===== src/rtl/sndgen_envctl.sv =====
`default_nettype none
// ============================================================================
// Module   : sndgen_envctl
// Purpose  : Envelope scheduler and register-port arbiter sitting in front of
//            a 32-voice sound generator.
//            - CPU writes with addr[7]=0 are registered and forwarded to the
//              generator one cycle later.
//            - CPU writes with addr[7]=1 configure the per-voice peak and rate
//              tables and the 32-bit gate register.
//            - Once per envelope tick an engine sweeps all 32 voices. For each
//              voice it advances the attack/sustain/release envelope and
//              writes the scaled L/R amplitude into the generator's amp
//              register. The CPU passthrough always wins the shared port.
// Ports    : clk       system clock
//            reset     asynchronous active-low reset
//            cs/we/addr/din              CPU write port
//            snd_cs/snd_we/snd_addr/snd_din  generator register port
//            busy      sweep in progress
//            overrun   sticky: a tick arrived while a sweep was still running
// Revision : 1.0  initial release
// ============================================================================
module sndgen_envctl #(
    parameter int TICK_DIV = 24000
) (
    input  logic        clk,
    input  logic        reset,
    input  logic        cs,
    input  logic [3:0]  we,
    input  logic [7:0]  addr,
    input  logic [31:0] din,
    output logic        snd_cs,
    output logic [3:0]  snd_we,
    output logic [7:0]  snd_addr,
    output logic [31:0] snd_din,
    output logic        busy,
    output logic        overrun
);

    localparam int                 c_cnt_w    = (TICK_DIV > 1) ? $clog2(TICK_DIV) : 1;
    localparam logic [c_cnt_w-1:0] c_tick_max = c_cnt_w'(TICK_DIV - 1);
    localparam logic [4:0]         c_last_v   = 5'd31;

    // Per-voice envelope state encoding
    localparam logic [1:0] c_env_idle    = 2'd0;
    localparam logic [1:0] c_env_attack  = 2'd1;
    localparam logic [1:0] c_env_sustain = 2'd2;
    localparam logic [1:0] c_env_release = 2'd3;

    typedef enum logic [1:0] {
        S_IDLE  = 2'd0,
        S_READ  = 2'd1,
        S_CALC  = 2'd2,
        S_ISSUE = 2'd3
    } eng_state_t;

    // Byte-enable merge used by all CPU-writable registers
    function automatic logic [31:0] f_merge(input logic [31:0] old_val,
                                            input logic [31:0] new_val,
                                            input logic [3:0]  be);
        logic [31:0] res;
        for (int b = 0; b < 4; b++) begin
            res[8*b +: 8] = be[b] ? new_val[8*b +: 8] : old_val[8*b +: 8];
        end
        return res;
    endfunction

    // ------------------------------------------------------------------
    // CPU decode
    // ------------------------------------------------------------------
    logic       w_cpu_pt;
    logic       w_wr_peak;
    logic       w_wr_rate;
    logic       w_wr_gate;
    logic [4:0] w_vsel;

    assign w_cpu_pt  = cs && !addr[7];
    assign w_wr_peak = cs && (addr[7:5] == 3'b100);
    assign w_wr_rate = cs && (addr[7:5] == 3'b101);
    assign w_wr_gate = cs && (addr == 8'hC0);
    assign w_vsel    = addr[4:0];

    // ------------------------------------------------------------------
    // Tick counter
    // ------------------------------------------------------------------
    logic [c_cnt_w-1:0] r_tick_cnt;
    logic               w_tick;

    assign w_tick = (r_tick_cnt == c_tick_max);

    always_ff @(posedge clk or negedge reset) begin
        if (!reset) begin
            r_tick_cnt <= '0;
        end else if (w_tick) begin
            r_tick_cnt <= '0;
        end else begin
            r_tick_cnt <= r_tick_cnt + 1'b1;
        end
    end

    // ------------------------------------------------------------------
    // Registered CPU passthrough
    // ------------------------------------------------------------------
    logic        r_pt_valid;
    logic [3:0]  r_pt_we;
    logic [7:0]  r_pt_addr;
    logic [31:0] r_pt_din;

    always_ff @(posedge clk or negedge reset) begin
        if (!reset) begin
            r_pt_valid <= 1'b0;
            r_pt_we    <= '0;
            r_pt_addr  <= '0;
            r_pt_din   <= '0;
        end else begin
            r_pt_valid <= w_cpu_pt;
            if (w_cpu_pt) begin
                r_pt_we   <= we;
                r_pt_addr <= addr;
                r_pt_din  <= din;
            end
        end
    end

    // ------------------------------------------------------------------
    // Configuration storage. Peak/rate tables are plain RAM without reset.
    // ------------------------------------------------------------------
    logic [31:0] r_peak [32];
    logic [31:0] r_rate [32];
    logic [31:0] r_gate;

    always_ff @(posedge clk) begin
        if (w_wr_peak) begin
            r_peak[w_vsel] <= f_merge(r_peak[w_vsel], din, we);
        end
        if (w_wr_rate) begin
            r_rate[w_vsel] <= f_merge(r_rate[w_vsel], din, we);
        end
    end

    always_ff @(posedge clk or negedge reset) begin
        if (!reset) begin
            r_gate <= '0;
        end else if (w_wr_gate) begin
            r_gate <= f_merge(r_gate, din, we);
        end
    end

    // ------------------------------------------------------------------
    // Engine FSM
    // ------------------------------------------------------------------
    eng_state_t r_state;
    eng_state_t w_state_nxt;
    logic [4:0] r_voice;
    logic       w_grant;

    // The port belongs to the engine only when the passthrough register is empty
    assign w_grant = (r_state == S_ISSUE) && !r_pt_valid;

    always_ff @(posedge clk or negedge reset) begin
        if (!reset) begin
            r_state <= S_IDLE;
        end else begin
            r_state <= w_state_nxt;
        end
    end

    always_comb begin
        w_state_nxt = r_state;
        case (r_state)
            S_IDLE:  if (w_tick) w_state_nxt = S_READ;
            S_READ:  w_state_nxt = S_CALC;
            S_CALC:  w_state_nxt = S_ISSUE;
            S_ISSUE: begin
                if (w_grant) begin
                    w_state_nxt = (r_voice == c_last_v) ? S_IDLE : S_READ;
                end
            end
            default: w_state_nxt = S_IDLE;
        endcase
    end

    always_ff @(posedge clk or negedge reset) begin
        if (!reset) begin
            overrun <= 1'b0;
        end else if (w_tick && (r_state != S_IDLE)) begin
            overrun <= 1'b1;
        end
    end

    assign busy = (r_state != S_IDLE);

    // ------------------------------------------------------------------
    // Envelope step for the voice fetched in READ
    // ------------------------------------------------------------------
    logic [1:0]  r_cur_env;
    logic [15:0] r_cur_level;
    logic [31:0] r_cur_peak;
    logic [31:0] r_cur_rate;
    logic        r_cur_gate;

    logic [1:0]  w_env_sel;
    logic [1:0]  w_env_nxt;
    logic [15:0] w_level_nxt;
    logic [16:0] w_atk_sum;
    logic [16:0] w_rel_diff;
    logic [15:0] w_atk;
    logic [15:0] w_rel;

    assign w_atk      = r_cur_rate[15:0];
    assign w_rel      = r_cur_rate[31:16];
    assign w_atk_sum  = {1'b0, r_cur_level} + {1'b0, w_atk};
    // Bit 16 of the difference is the borrow, i.e. the level would go negative
    assign w_rel_diff = {1'b0, r_cur_level} - {1'b0, w_rel};

    always_comb begin
        // Gate-driven transition first; the arithmetic of the resulting state
        // is then applied to the pre-step level in the same sweep.
        w_env_sel = r_cur_env;
        if (((r_cur_env == c_env_idle) || (r_cur_env == c_env_release)) && r_cur_gate) begin
            w_env_sel = c_env_attack;
        end else if (((r_cur_env == c_env_attack) || (r_cur_env == c_env_sustain)) && !r_cur_gate) begin
            w_env_sel = c_env_release;
        end

        w_env_nxt   = w_env_sel;
        w_level_nxt = r_cur_level;
        case (w_env_sel)
            c_env_attack: begin
                if ((w_atk == 16'h0000) || w_atk_sum[16] || (w_atk_sum[15:0] == 16'hFFFF)) begin
                    w_level_nxt = 16'hFFFF;
                    w_env_nxt   = c_env_sustain;
                end else begin
                    w_level_nxt = w_atk_sum[15:0];
                end
            end
            c_env_release: begin
                if ((w_rel == 16'h0000) || w_rel_diff[16] || (w_rel_diff[15:0] == 16'h0000)) begin
                    w_level_nxt = 16'h0000;
                    w_env_nxt   = c_env_idle;
                end else begin
                    w_level_nxt = w_rel_diff[15:0];
                end
            end
            default: ;
        endcase
    end

    // ------------------------------------------------------------------
    // Amplitude scaling. Full level maps to 0x10000 so that SUSTAIN yields
    // exactly the peak. The product of a signed 16-bit peak and a 17-bit
    // level never exceeds 32 signed bits, so a 32-bit product is exact.
    // ------------------------------------------------------------------
    logic [16:0] w_lprime;
    logic [31:0] w_lp_ext;
    logic [31:0] w_pk_l;
    logic [31:0] w_pk_r;
    logic [31:0] w_prod_l;
    logic [31:0] w_prod_r;
    logic [15:0] w_amp_l;
    logic [15:0] w_amp_r;

    assign w_lprime = (w_level_nxt == 16'hFFFF) ? 17'h10000 : {1'b0, w_level_nxt};
    assign w_lp_ext = {15'b0, w_lprime};
    assign w_pk_l   = {{16{r_cur_peak[15]}}, r_cur_peak[15:0]};
    assign w_pk_r   = {{16{r_cur_peak[31]}}, r_cur_peak[31:16]};
    assign w_prod_l = w_pk_l * w_lp_ext;
    assign w_prod_r = w_pk_r * w_lp_ext;
    assign w_amp_l  = 16'(w_prod_l >> 16);
    assign w_amp_r  = 16'(w_prod_r >> 16);

    // ------------------------------------------------------------------
    // Engine datapath and per-voice envelope state
    // ------------------------------------------------------------------
    logic [1:0]  r_vstate [32];
    logic [15:0] r_level  [32];
    logic [15:0] r_amp_l;
    logic [15:0] r_amp_r;

    always_ff @(posedge clk or negedge reset) begin
        if (!reset) begin
            r_voice     <= '0;
            r_cur_env   <= c_env_idle;
            r_cur_level <= '0;
            r_cur_peak  <= '0;
            r_cur_rate  <= '0;
            r_cur_gate  <= 1'b0;
            r_amp_l     <= '0;
            r_amp_r     <= '0;
            for (int i = 0; i < 32; i++) begin
                r_vstate[i] <= c_env_idle;
                r_level[i]  <= '0;
            end
        end else begin
            case (r_state)
                S_IDLE: begin
                    if (w_tick) begin
                        r_voice <= '0;
                    end
                end
                S_READ: begin
                    // Snapshot everything for this voice; later config writes
                    // to it are seen on the next sweep.
                    r_cur_env   <= r_vstate[r_voice];
                    r_cur_level <= r_level[r_voice];
                    r_cur_peak  <= r_peak[r_voice];
                    r_cur_rate  <= r_rate[r_voice];
                    r_cur_gate  <= r_gate[r_voice];
                end
                S_CALC: begin
                    r_vstate[r_voice] <= w_env_nxt;
                    r_level[r_voice]  <= w_level_nxt;
                    r_amp_l           <= w_amp_l;
                    r_amp_r           <= w_amp_r;
                end
                S_ISSUE: begin
                    if (w_grant) begin
                        r_voice <= r_voice + 5'd1;
                    end
                end
                default: ;
            endcase
        end
    end

    // ------------------------------------------------------------------
    // Generator port mux: passthrough first, engine request otherwise
    // ------------------------------------------------------------------
    always_comb begin
        snd_cs   = 1'b0;
        snd_we   = 4'h0;
        snd_addr = 8'h00;
        snd_din  = 32'h0;
        if (r_pt_valid) begin
            snd_cs   = 1'b1;
            snd_we   = r_pt_we;
            snd_addr = r_pt_addr;
            snd_din  = r_pt_din;
        end else if (r_state == S_ISSUE) begin
            snd_cs   = 1'b1;
            snd_we   = 4'hF;
            snd_addr = {3'b010, r_voice};
            snd_din  = {r_amp_r, r_amp_l};
        end
    end

endmodule
`default_nettype wire


===== config.mk =====
export PLATFORM = sky130hd
export DESIGN_NAME = sndgen_envctl
export DESIGN_NICKNAME = d
export VERILOG_FILES = /design/src/rtl/sndgen_envctl.sv
export SDC_FILE = /design/constraint.sdc
export NUM_CORES = 2
export LEC_CHECK = 0
export ABC_AREA = 1
export CORE_MARGIN = 2
export CORE_UTILIZATION = 45
export DETAILED_ROUTE_END_ITERATION = 8
export PLACE_DENSITY = 0.59
export SKIP_CTS_REPAIR_TIMING = 1
export SKIP_LAST_GASP = 1
export SYNTH_ARGS = -nofsm -noshare
export SYNTH_HDL_FRONTEND = slang
export SYNTH_SLANG_ARGS = --single-unit

===== constraint.sdc =====
create_clock -name clk -period 10.8 [get_ports clk]
set_clock_uncertainty 0.15 [all_clocks]
set_input_delay 2.16 -clock clk [delete_from_list [all_inputs] [get_ports clk]]
set_output_delay 2.16 -clock clk [all_outputs]
set_load 0.02 [all_outputs]

==> flow_summary.json <==
{
  "start_util_pct": 45.1,
  "relSlewSlack_pct": 13.4,
  "synthArstFlopShare_pct": 27.9,
  "vias": 98600,
  "design.portCount": 94,
  "grt_pass1_wl_um": 643000,
  "ys_warn_count": 0,
  "clock.fmax_ghz": 0.0973,
  "finalSetupViolCount": 0,
  "synth-main-ff-cell": "edfxtp_1",
  "cts_tree": "yes",
  "finalHoldViolCount": 0,
  "cts_made_buffers": 307,
  "layout_common_cells": "edfxtp_1, nand2_1, o21ai_0, nor2_1, inv_1",
  "rows": 201,
  "dp_cells": 16400,
  "path_buf_inv": 10,
  "grt_max_degree": 186,
  "clock-sinks": 2839,
  "yosysTopAreaCell": "edfxtp_1",
  "critPathSlowestCell": "nor2_1",
  "p_int_mw": 17.6,
  "p_seq_share_pct": 52.7,
  "clock_latency_ps": 890,
  "rsz0062_at_grt": "false",
  "crit_path_frequent_cell": "inv_1",
  "htree_levels": 5,
  "end_kind": "flop",
  "hpwl_um": 282000,
  "instances_no_fill": 17000,
  "ant_nets": 0,
  "fin_crit_sh_pct": 95.1,
  "drc": 0,
  "slowest_delay_ps": 1030,
  "portBuffers": 93,
  "synth_nets": 13700,
  "cp_top_family": "adder cells",
  "clock_path_buffers": 4,
  "antenna_found_initial": 25,
  "criticalPathCategory": "reg2reg",
  "p_leak_nw": 57.7,
  "status": "completed",
  "overflow": 0,
  "ys_top_cells_by_area": "edfxtp_1, dfrtp_1, o21ai_0, fa_1, nand2_1",
  "critPathLaunchType": "flop",
  "critPathArrivalTime_ps": 10790,
  "nets": 13500,
  "ir_drop_mv": 0.139,
  "yosysTopAreaCellShare_pct": 45.6,
  "yosys.cell_types.count": 62,
  "hold_path.class": "reg2reg",
  "synth_area_mm2": 0.135,
  "drt-total-wl_um": 440000,
  "core_mm2": 0.299,
  "dr.first_iter.drc_count": 12000,
  "die-width_um": 551,
  "wl_per_cell_um": 26.0,
  "synth_edf_count": 2048,
  "p_sw_share_pct": 21.1,
  "setup_tns_ps": 0,
  "drive_gt1_share_pct": 5.79,
  "fp.dieH_um": 551,
  "synth-seq-cells": 2839,
  "dieArea_mm2": 0.304,
  "total_power_mw": 22.3,
  "period_minus_slack_ps": 10270,
  "layout_commonest_cell": "edfxtp_1",
  "clock_power_share_pct": 45.6,
  "routed_via_density": 5.82,
  "cp_max_fo": 19,
  "worst-slew-pin-transition_ps": 1270,
  "fin_util_pct": 49.8,
  "cap_violations": 0,
  "place.gp.congestion": 0.979,
  "dr.pass1.iters": 6,
  "p_comb_share_pct": 1.7,
  "path_clk_slew_ps": 60,
  "fillers": 26900,
  "grt_pass1_vias": 94900,
  "syn_inst": 13000,
  "final_max_slew_viol_count": 0,
  "clockRootBuffer": "clkbuf_16",
  "crit_required_ps": 11310,
  "avgSynthCellArea_um2": 10.4,
  "syn2layout_area_growth_pct": 10.4,
  "power.density_mw_per_mm2": 150,
  "ys_seq_area_share_pct": 60.3,
  "grt.total_usage_pct": 28.5,
  "power_switching_mw": 4.72
}
==> flip-flops by register name, indices dropped and copies added, names as in the netlist, 32 cells and up <==
signal	cells
r_rate	1024
r_pt_din	32
r_cur_rate	32
r_cur_peak	32
r_peak	1024
r_vstate	64
r_level	512
r_gate	32
==> synthesized netlist by cell type, drive strengths merged (3+ instances only) <==
cell type and number:
fa 416, o21ai 2020, a221oi 82, ha 264, edfxtp 2048, a2111oi 8
nand2 2060, xor2 17, buf 75, clkbuf 736, o22ai 603, a211oi 6
and3 9, nor4 7, a21oi 241, nand3b 13, a21o 3, o32ai 31
a32oi 3, a31oi 14, a21boi 3, or2 20, a22o 44, nand3 194
inv 1046, xnor2 11, and2 5, o21bai 4, dfrtp 791, clkinv 10
o221ai 4, o211ai 3, nor2 2024, nand4 92, o21a 17, nor3 39
==> worst paths after layout <==
path,to,startpoint,slack (ps),cells past startpoint
setup / recovery,r_amp_l[4],r_cur_level[1],530,39
hold / removal,r_tick_cnt[0],r_tick_cnt[0],310,1
setup reg to reg,r_amp_l[4],r_cur_level[1],530,39
hold reg to reg,r_tick_cnt[0],r_tick_cnt[0],310,1
max in group asynchronous,r_vstate[49],reset,7160,3
min in group asynchronous,r_level[347],reset,1180,1
==> logic make-up after synthesis <==
group,synth area share [%]
simple gates,13.1
compound gates,12.6
xor+xnor,0.182
flops,60.3
fa+ha+maj,8.62
buf+inv,5.24
==> routing by layer <==
layer | vias to the layer above | GRT usage, % | part of all wire, %
met1 | 49500 | 40.5 | 42
met2 | 4465 | 44.4 | 45
met4 | 12 | 9.88 | 3.7
met3 | 714 | 4.75 | 8.6
met5 | - | 0 | 0.017
li1 | 43900 | - | -
==> through the flow <==
step,setup WS [ps],area [um^2],hold slack (ps)
2_1_floorplan,2640,135000,283
3_3_place_gp,959,139000,299
3_5_place_dp,866,139000,302
4_1_cts,810,149000,309
5_1_grt,111,149000,337
6_report,526,149000,309
==> power by group through the flow <==
stage | Clock [mW] | Combinational (mW) | Sequential [mW]
6_report | 10.2 | 0.380 | 11.8
2_1_floorplan | 0 | 0.0602 | 12.0
3_5_place_dp | 0 | 0.381 | 12.0
3_3_place_gp | 0 | 0.371 | 12.0
5_1_grt | 10.7 | 0.407 | 11.8
4_1_cts | 10.3 | 0.381 | 11.8
==> cell type report <==
type | count | area, um^2 | share of cell area [%]
Antenna cell | 10 | 25.0 | 0.0168
Clock inverter | 119 | 1140 | 0.764
Timing Repair Buffer | 296 | 2490 | 1.67
Sequential cell | 2839 | 81300 | 54.6
Clock buffer | 417 | 8400 | 5.64
Tap cell | 3958 | 4950 | 3.33
Multi-Input combinational cell | 8267 | 46600 | 31.3
Inverter | 1056 | 3990 | 2.68
(Power assumes the default switching activity.)
